`src/rtl/axis_i2s_arb_pkg.sv`:
```
// Shared definitions for the I2S TX source arbiter.
// Holds the mode encoding, the arbiter FSM state encoding and the default frame width.
// No logic lives here; the arbiter and its output register slice import it.
package axis_i2s_arb_pkg;

  // Default stereo frame width: [8'd0, r_data(24), 8'd0, l_data(24)]
  localparam int DEFAULT_DATA_WIDTH = 64;

  // Arbitration mode, sampled only between packets
  localparam logic [1:0] MODE_SRC0 = 2'd0;
  localparam logic [1:0] MODE_SRC1 = 2'd1;
  localparam logic [1:0] MODE_RR   = 2'd2;
  localparam logic [1:0] MODE_MUTE = 2'd3;

  typedef enum logic [1:0] {
    ST_IDLE   = 2'd0,
    ST_GRANT0 = 2'd1,
    ST_GRANT1 = 2'd2,
    ST_MUTE   = 2'd3
  } arb_state_t;

  // One-hot owner indication for a given state (00 when idle or muted)
  function automatic logic [1:0] state_grant(input arb_state_t st);
    logic [1:0] g;
    g = 2'b00;
    if (st == ST_GRANT0) g = 2'b01;
    if (st == ST_GRANT1) g = 2'b10;
    return g;
  endfunction

endpackage

```
`src/rtl/axis_reg_slice.sv`:
```
// Single-stage AXIS register carrying data and tlast.
// Latency: one cycle from src handshake to dst valid.
// Backpressure: src_rdy = !dst_vld || dst_rdy; dst data/last held while stalled.
//
// Ports:
//   aclk, resetn          clock, asynchronous active-low reset
//   src_dat/last/vld/rdy  upstream side of the stage
//   dst_dat/last/vld/rdy  downstream (registered) side of the stage
module axis_reg_slice
  import axis_i2s_arb_pkg::*;
#(
  parameter int DATA_WIDTH = DEFAULT_DATA_WIDTH
) (
  input  logic                  aclk,
  input  logic                  resetn,
  input  logic [DATA_WIDTH-1:0] src_dat,
  input  logic                  src_last,
  input  logic                  src_vld,
  output logic                  src_rdy,
  output logic [DATA_WIDTH-1:0] dst_dat,
  output logic                  dst_last,
  output logic                  dst_vld,
  input  logic                  dst_rdy
);

  // The stage can take a new beat when empty or when its beat leaves this cycle
  assign src_rdy = !dst_vld || dst_rdy;

  always_ff @(posedge aclk or negedge resetn) begin
    if (!resetn) begin
      dst_vld  <= 1'b0;
      dst_dat  <= '0;
      dst_last <= 1'b0;
    end else if (src_rdy) begin
      dst_vld <= src_vld;
      if (src_vld) begin
        dst_dat  <= src_dat;
        dst_last <= src_last;
      end
    end
  end

endmodule

```
`src/rtl/axis_i2s_src_arbiter.sv`:
```
// Packet-level arbiter sharing the I2S TX AXIS frame input between two sources.
// Latency: one cycle from source acceptance to m_axis; IDLE->GRANT costs one idle cycle.
// Backpressure: sources see tready only when granted and the output stage can load.
//
// Ports:
//   aclk, resetn       clock, asynchronous active-low reset
//   mode               0 fixed src0, 1 fixed src1, 2 round-robin, 3 mute
//   s0_axis_*          source 0 stereo frames (tdata/tvalid/tlast/tready)
//   s1_axis_*          source 1 stereo frames (tdata/tvalid/tlast/tready)
//   m_axis_*           registered frames towards the I2S TX slave
//   grant              one-hot current owner, 00 when idle or muted
//   underrun_count     saturating underrun counter, only with AXIS_I2S_ARB_UNDERRUN_EN
module axis_i2s_src_arbiter
  import axis_i2s_arb_pkg::*;
#(
  parameter int DATA_WIDTH = DEFAULT_DATA_WIDTH,
  parameter int MAX_BEATS  = 256,
  parameter int CNT_WIDTH  = 16
) (
  input  logic                  aclk,
  input  logic                  resetn,
  input  logic [1:0]            mode,
  input  logic [DATA_WIDTH-1:0] s0_axis_tdata,
  input  logic                  s0_axis_tvalid,
  input  logic                  s0_axis_tlast,
  output logic                  s0_axis_tready,
  input  logic [DATA_WIDTH-1:0] s1_axis_tdata,
  input  logic                  s1_axis_tvalid,
  input  logic                  s1_axis_tlast,
  output logic                  s1_axis_tready,
  output logic [DATA_WIDTH-1:0] m_axis_tdata,
  output logic                  m_axis_tvalid,
  output logic                  m_axis_tlast,
  input  logic                  m_axis_tready,
  output logic [1:0]            grant
`ifdef AXIS_I2S_ARB_UNDERRUN_EN
  ,
  output logic [CNT_WIDTH-1:0]  underrun_count
`endif
);

  // Beat counter holds 0..MAX_BEATS, so it never wraps
  localparam int BW = $clog2(MAX_BEATS + 1);
  localparam logic [BW-1:0] MAX_CNT = BW'(MAX_BEATS);

  // A zero beat budget or zero-width counter is not a meaningful build
  if (MAX_BEATS < 1 || CNT_WIDTH < 1) begin : g_bad_params
  end

  arb_state_t            state;
  logic                  last_grant;  // 0 = src0 served last, 1 = src1
  logic [BW-1:0]         beat_cnt;
  logic [BW-1:0]         beat_cnt_nxt;
  logic                  load;
  logic                  acc0;
  logic                  acc1;
  logic [DATA_WIDTH-1:0] fwd_dat;
  logic                  fwd_last;
  logic                  fwd_vld;

  assign s0_axis_tready = load && (state == ST_GRANT0);
  assign s1_axis_tready = load && (state == ST_GRANT1);
  assign acc0           = s0_axis_tvalid && s0_axis_tready;
  assign acc1           = s1_axis_tvalid && s1_axis_tready;
  assign beat_cnt_nxt   = beat_cnt + 1'b1;

  // Feed for the output stage: granted source, or a zero end-of-packet frame when muted
  always_comb begin
    fwd_vld  = 1'b0;
    fwd_dat  = '0;
    fwd_last = 1'b0;
    case (state)
      ST_GRANT0: begin
        fwd_vld  = s0_axis_tvalid;
        fwd_dat  = s0_axis_tdata;
        fwd_last = s0_axis_tlast;
      end
      ST_GRANT1: begin
        fwd_vld  = s1_axis_tvalid;
        fwd_dat  = s1_axis_tdata;
        fwd_last = s1_axis_tlast;
      end
      ST_MUTE: begin
        fwd_vld  = 1'b1;
        fwd_last = 1'b1;
      end
      default: ;
    endcase
  end

  axis_reg_slice #(
    .DATA_WIDTH (DATA_WIDTH)
  ) u_out_stage (
    .aclk     (aclk),
    .resetn   (resetn),
    .src_dat  (fwd_dat),
    .src_last (fwd_last),
    .src_vld  (fwd_vld),
    .src_rdy  (load),
    .dst_dat  (m_axis_tdata),
    .dst_last (m_axis_tlast),
    .dst_vld  (m_axis_tvalid),
    .dst_rdy  (m_axis_tready)
  );

  // Arbiter FSM; grant is registered alongside the state it mirrors
  always_ff @(posedge aclk or negedge resetn) begin
    if (!resetn) begin
      state      <= ST_IDLE;
      grant      <= 2'b00;
      last_grant <= 1'b1;
      beat_cnt   <= '0;
    end else begin
      case (state)
        ST_IDLE: begin
          case (mode)
            MODE_SRC0: begin
              if (s0_axis_tvalid) begin
                state      <= ST_GRANT0;
                grant      <= state_grant(ST_GRANT0);
                last_grant <= 1'b0;
              end
            end
            MODE_SRC1: begin
              if (s1_axis_tvalid) begin
                state      <= ST_GRANT1;
                grant      <= state_grant(ST_GRANT1);
                last_grant <= 1'b1;
              end
            end
            MODE_RR: begin
              // src0 wins when alone, or on a tie after src1 was served last
              if (s0_axis_tvalid && (!s1_axis_tvalid || last_grant)) begin
                state      <= ST_GRANT0;
                grant      <= state_grant(ST_GRANT0);
                last_grant <= 1'b0;
              end else if (s1_axis_tvalid) begin
                state      <= ST_GRANT1;
                grant      <= state_grant(ST_GRANT1);
                last_grant <= 1'b1;
              end
            end
            MODE_MUTE: begin
              state <= ST_MUTE;
              grant <= state_grant(ST_MUTE);
            end
            default: ;
          endcase
        end
        ST_GRANT0, ST_GRANT1: begin
          // A source that stops mid-packet keeps its grant (output underrun)
          if (acc0 || acc1) begin
            if ((acc0 && s0_axis_tlast) || (acc1 && s1_axis_tlast) ||
                (beat_cnt_nxt == MAX_CNT)) begin
              state    <= ST_IDLE;
              grant    <= state_grant(ST_IDLE);
              beat_cnt <= '0;
            end else begin
              beat_cnt <= beat_cnt_nxt;
            end
          end
        end
        ST_MUTE: begin
          // One zero frame per visit; mode is re-sampled in IDLE afterwards
          if (load) begin
            state <= ST_IDLE;
            grant <= state_grant(ST_IDLE);
          end
        end
        default: begin
          state <= ST_IDLE;
          grant <= 2'b00;
        end
      endcase
    end
  end

`ifdef AXIS_I2S_ARB_UNDERRUN_EN
  // Counts cycles where the TX wants a frame but none is offered outside IDLE
  always_ff @(posedge aclk or negedge resetn) begin
    if (!resetn) begin
      underrun_count <= '0;
    end else if ((state != ST_IDLE) && m_axis_tready && !m_axis_tvalid &&
                 (underrun_count != {CNT_WIDTH{1'b1}})) begin
      underrun_count <= underrun_count + 1'b1;
    end
  end
`endif

endmodule

```
`config.mk`:
```
export PLATFORM = sky130hd
export DESIGN_NAME = axis_i2s_src_arbiter
export DESIGN_NICKNAME = d
export VERILOG_FILES = /design/src/rtl/axis_i2s_arb_pkg.sv /design/src/rtl/axis_reg_slice.sv /design/src/rtl/axis_i2s_src_arbiter.sv
export SDC_FILE = /design/constraint.sdc
export NUM_CORES = 1
export LEC_CHECK = 0
export CAP_MARGIN = 0
export CORE_MARGIN = 4
export CORE_UTILIZATION = 30
export DETAILED_ROUTE_END_ITERATION = 12
export PLACE_DENSITY = 0.59
export SLEW_MARGIN = 20
export SYNTH_ARGS = -nofsm -noshare
export SYNTH_HDL_FRONTEND = slang
export SYNTH_SLANG_ARGS = --single-unit
```
`constraint.sdc`:
```
create_clock -name aclk -period 3.58 [get_ports aclk]
set_input_delay 0.895 -clock aclk [delete_from_list [all_inputs] [get_ports aclk]]
set_output_delay 0.895 -clock aclk [all_outputs]
set_load 0.05 [all_outputs]
```
==> run_results.csv <==
group,metric,value,unit
status,status,"completed",
floorplan,start_util,0.3061,
detailed_routing,wl,12570,um
grt,grtUsageTotal,0.1625,
layout,syn2layout_area_growth,63.36,%
sta,final_hold_viol_count,0,
grt,grt_max_degree,81,
sta,skew,0.005025,ns
floorplan,pin_count,207,
clocking,clk_latency,0.33,ns
logic_synthesis,synth_area,4054,sq um
grt,antenna_found_initial,0,
min_path,hold_class,"flop to flop",
logic_synthesis,synthXorXnorAreaFrac,0.004321,
sta,finalSetupViolCount,0,
placed_design,io_buffer_count,206,
worst_setup_path,critPathMaxFanout,7,
worst_setup_path,critPathCaptureType,"primary output",
logic_synthesis,synth_fp_nets,561,
detailed_routing,drt_iter0_markers,243,
floorplan,die_h,124.2,um
placed_design,hpwl,9233,um
sta,min_period,2.928,ns
floorplan,dieWidth,124.2,um
logic_synthesis,ys_seq_area_frac,0.4941,
logic_synthesis,synth_adder_area_share,0.03086,
worst_setup_path,worstPathRequired,2.68,ns
logic_synthesis,synthMuxAreaShare,0.006481,
logic_synthesis,synthCells,414,
power,switching_share,0.4679,
worst_setup_path,cp_slowest_cell,"clkdlybuf4s50_1",
logic_synthesis,synth-seq-cells,80,
floorplan,dieArea,15440,sq um
clocking,clk_pin_slew_worst_paths,0.06,ns
power,combPwrFrac,0.558,
clocking,cts_made_buffers,9,
clocking,postCtsHoldBufs,0,
worst_setup_path,crit_family,"buffers and inverters",
layout,n_antenna_cell,0,
detailed_routing,wl_per_cell,16.05,um
power,pwr-share-clk,0.179,
logic_synthesis,synth_warnings,0,
worst_setup_path,max_stage_delay,0.47,ns
clocking,cts_resized,0,
sta,rsz0062_at_grt,"false",
clocking,postCtsSetupBuffers,0,
grt,grt_pass1_wl,20640,um
detailed_routing,via_per_inst,4.973,
sta,slew_violations,0,
worst_setup_path,crit_arrival,2.03,ns
grt,first_global_vias,3908,
clocking,clock_path_buffers,2,
sta,max_slew_margin,0.5050,
power,vdd_drop_max,0.4022,mV
layout,layout_common_cells,"203 x clkdlybuf4s50_1, 79 x dfrtp_1, 73 x nand2_1",
power,p_switching,2.452,mW
logic_synthesis,synth_cell_type_count,41,
worst_setup_path,cp_num_buf_inv,2,
floorplan,fp-row-count,42,
sta,worst_pin_slew,0.7425,ns
worst_setup_path,critPathKind,"input pin to primary output",
clocking,clock_sinks,80,
placed_design,dpl_worst_slack,0.6054,ns
power,power.density,791.4,nW/um^2
logic_synthesis,synth_simple_gate_area_share,0.1216,
power,p_int,2.789,mW
power,p_leak,2.652,nW
sta,finalWorstSetupSlack,0.6519,ns
clocking,htreeDepth,3,
detailed_routing,via_count,3894,
floorplan,fp.coreArea,13240,sq um
sta,fin_crit_sh,0.8179,
power,seq_power_share,0.263,
clocking,root_buffer,"clkbuf_16",
layout,final_util,0.5001,
flow_run,maxCapViolations,0,
layout,layout_commonest_cell,"clkdlybuf4s50_1",
clocking,cts_tree,"yes",
logic_synthesis,avgSynthCellArea,9.792,sq um
layout,fin_nets,750,
logic_synthesis,synth_top_family_by_area,"compound AO/OA/AOI/OAI gates",
detailed_routing,firstDrtPassIters,4,
logic_synthesis,synth_compound_area_frac,0.3037,
layout,drive_above_1_share,0.06425,
worst_setup_path,crit_chain,"clkdlybuf4s50_1, nand2b_1, and2_1, buf_12",
sta,fmax,341.5,MHz
grt,grt.overflow.total,0,
detailed_routing,drc,0,
sta,final.setup.tns,0,ns
sta,hold_slack,0.4731,ns
worst_setup_path,startpoint_type,"input pin",
detailed_routing,ant_nets,0,
placed_design,finalWeightedCongestion,0.8364,
==> logic make-up (layout without fill, tap and decap cells) <==
family,Yosys count,count (layout)
AND/OR/NAND/NOR,110,110
flip-flops,80,80
AO/OA/AOI/OAI,168,168
XOR/XNOR,2,2
adder cells (fa/ha/maj),10,10
buffers and inverters,42,235
multiplexers,2,2
==> cell type report <==
type,instances,area (sq um)
tap,176,220.2
inverter,7,26.28
sequential,80,2003
timing repair buffer,213,2161
multi-input combinational,292,1906
clock buffer,12,266.5
clock inverter,3,40.04
fill,1282,6620
==> layer usage <==
layer  up-vias  routed length, um  track usage
met2       128               6003       0.2681
met5         -                  0            0
met1      1812               5579       0.2007
met3        13                773      0.05326
met4         0                212      0.05416
li1       1941                  -            -
==> synthesized netlist by cell type (all sizes together) <==
| cell type | number | share of area |
|---|---|---|
| o31ai | 64 | 0.12 |
| dfrtp | 79 | 0.49 |
| and2 | 3 | 0.0046 |
| clkbuf | 34 | 0.031 |
| dfstp | 1 | 0.0065 |
| and3 | 3 | 0.0049 |
| mux2 | 2 | 0.0065 |
| nand2 | 73 | 0.068 |
| nor2 | 9 | 0.0083 |
| or4 | 1 | 0.0019 |
| o21ai | 10 | 0.012 |
| buf | 1 | 0.00093 |
| a21oi | 8 | 0.011 |
| a32o | 1 | 0.0025 |
| o211a | 1 | 0.0025 |
| or3 | 1 | 0.0015 |
| ha | 10 | 0.031 |
| a21boi | 2 | 0.0046 |
| nor3 | 3 | 0.0065 |
| a22oi | 65 | 0.12 |
| o32ai | 1 | 0.0022 |
| xnor2 | 2 | 0.0043 |
| nand3 | 3 | 0.0037 |
| nand2b | 6 | 0.0093 |
| a211oi | 1 | 0.0019 |
| nand4 | 2 | 0.0031 |
| inv | 7 | 0.0065 |
| o21bai | 1 | 0.0019 |
| nor3b | 2 | 0.0037 |
| a31o | 2 | 0.0043 |
| nand3b | 1 | 0.0019 |
| a22o | 4 | 0.0086 |
| a31oi | 5 | 0.0077 |
| nor2b | 3 | 0.0046 |
| o22ai | 2 | 0.0031 |
| o22a | 1 | 0.0025 |
==> worst register-to-register path, delay by kind of cell, from the launching register on <==
family	cells	cell delay (ns)
AOI/OAI and AO/OA	3	0.88
and+or+nand+nor	3	0.56
buffers and inverters	2	0.44
DFF	1	0.41
adders and majority gates	1	0.19
==> through the flow <==
stage | cells | instance area [sq um] | power, mW
after floorplan | 414 | 4054 | 3.276
after global placement | 768 | 6312 | 4.316
after detailed placement | 768 | 6312 | 4.350
after CTS | 783 | 6619 | 5.314
after global routing | 783 | 6623 | 5.563
final | 783 | 6623 | 5.241
==> flip-flops by register name, indices dropped and copies added (netlist names) <==
signal	count
u_out_stage.dst_last	1
beat_cnt	9
u_out_stage.dst_dat	64
state	2
u_out_stage.dst_vld	1
grant	2
last_grant	1
==> power groups by stage <==
| stage | logic [mW] | registers, mW | clock network (mW) |
|---|---|---|---|
| floorplan | 0.996 | 2.28 | 0 |
| global placement | 2.94 | 1.38 | 0 |
| detailed placement | 2.95 | 1.40 | 0 |
| CTS | 2.96 | 1.38 | 0.970 |
| global route | 3.13 | 1.42 | 1.01 |
| finish | 2.92 | 1.38 | 0.940 |
==> final timing paths <==
check | from | endpoint | slack (ns) | cells past startpoint
max in group asynchronous | resetn | u_out_stage.dst_dat[32]$_DFFE_PN0P_ | 2.46 | 1
hold / removal | u_out_stage.dst_dat[9]$_DFFE_PN0P_ | u_out_stage.dst_dat[9]$_DFFE_PN0P_ | 0.47 | 2
min in group asynchronous | resetn | u_out_stage.dst_dat[26]$_DFFE_PN0P_ | 0.58 | 1
setup reg to reg | state[0]$_DFFE_PN0P_ | beat_cnt[3]$_DFFE_PN0P_ | 1.01 | 9
setup / recovery | m_axis_tready | s1_axis_tready | 0.65 | 4
hold reg to reg | u_out_stage.dst_dat[9]$_DFFE_PN0P_ | u_out_stage.dst_dat[9]$_DFFE_PN0P_ | 0.47 | 2
No activity file was read; power rests on OpenSTA's default activity.
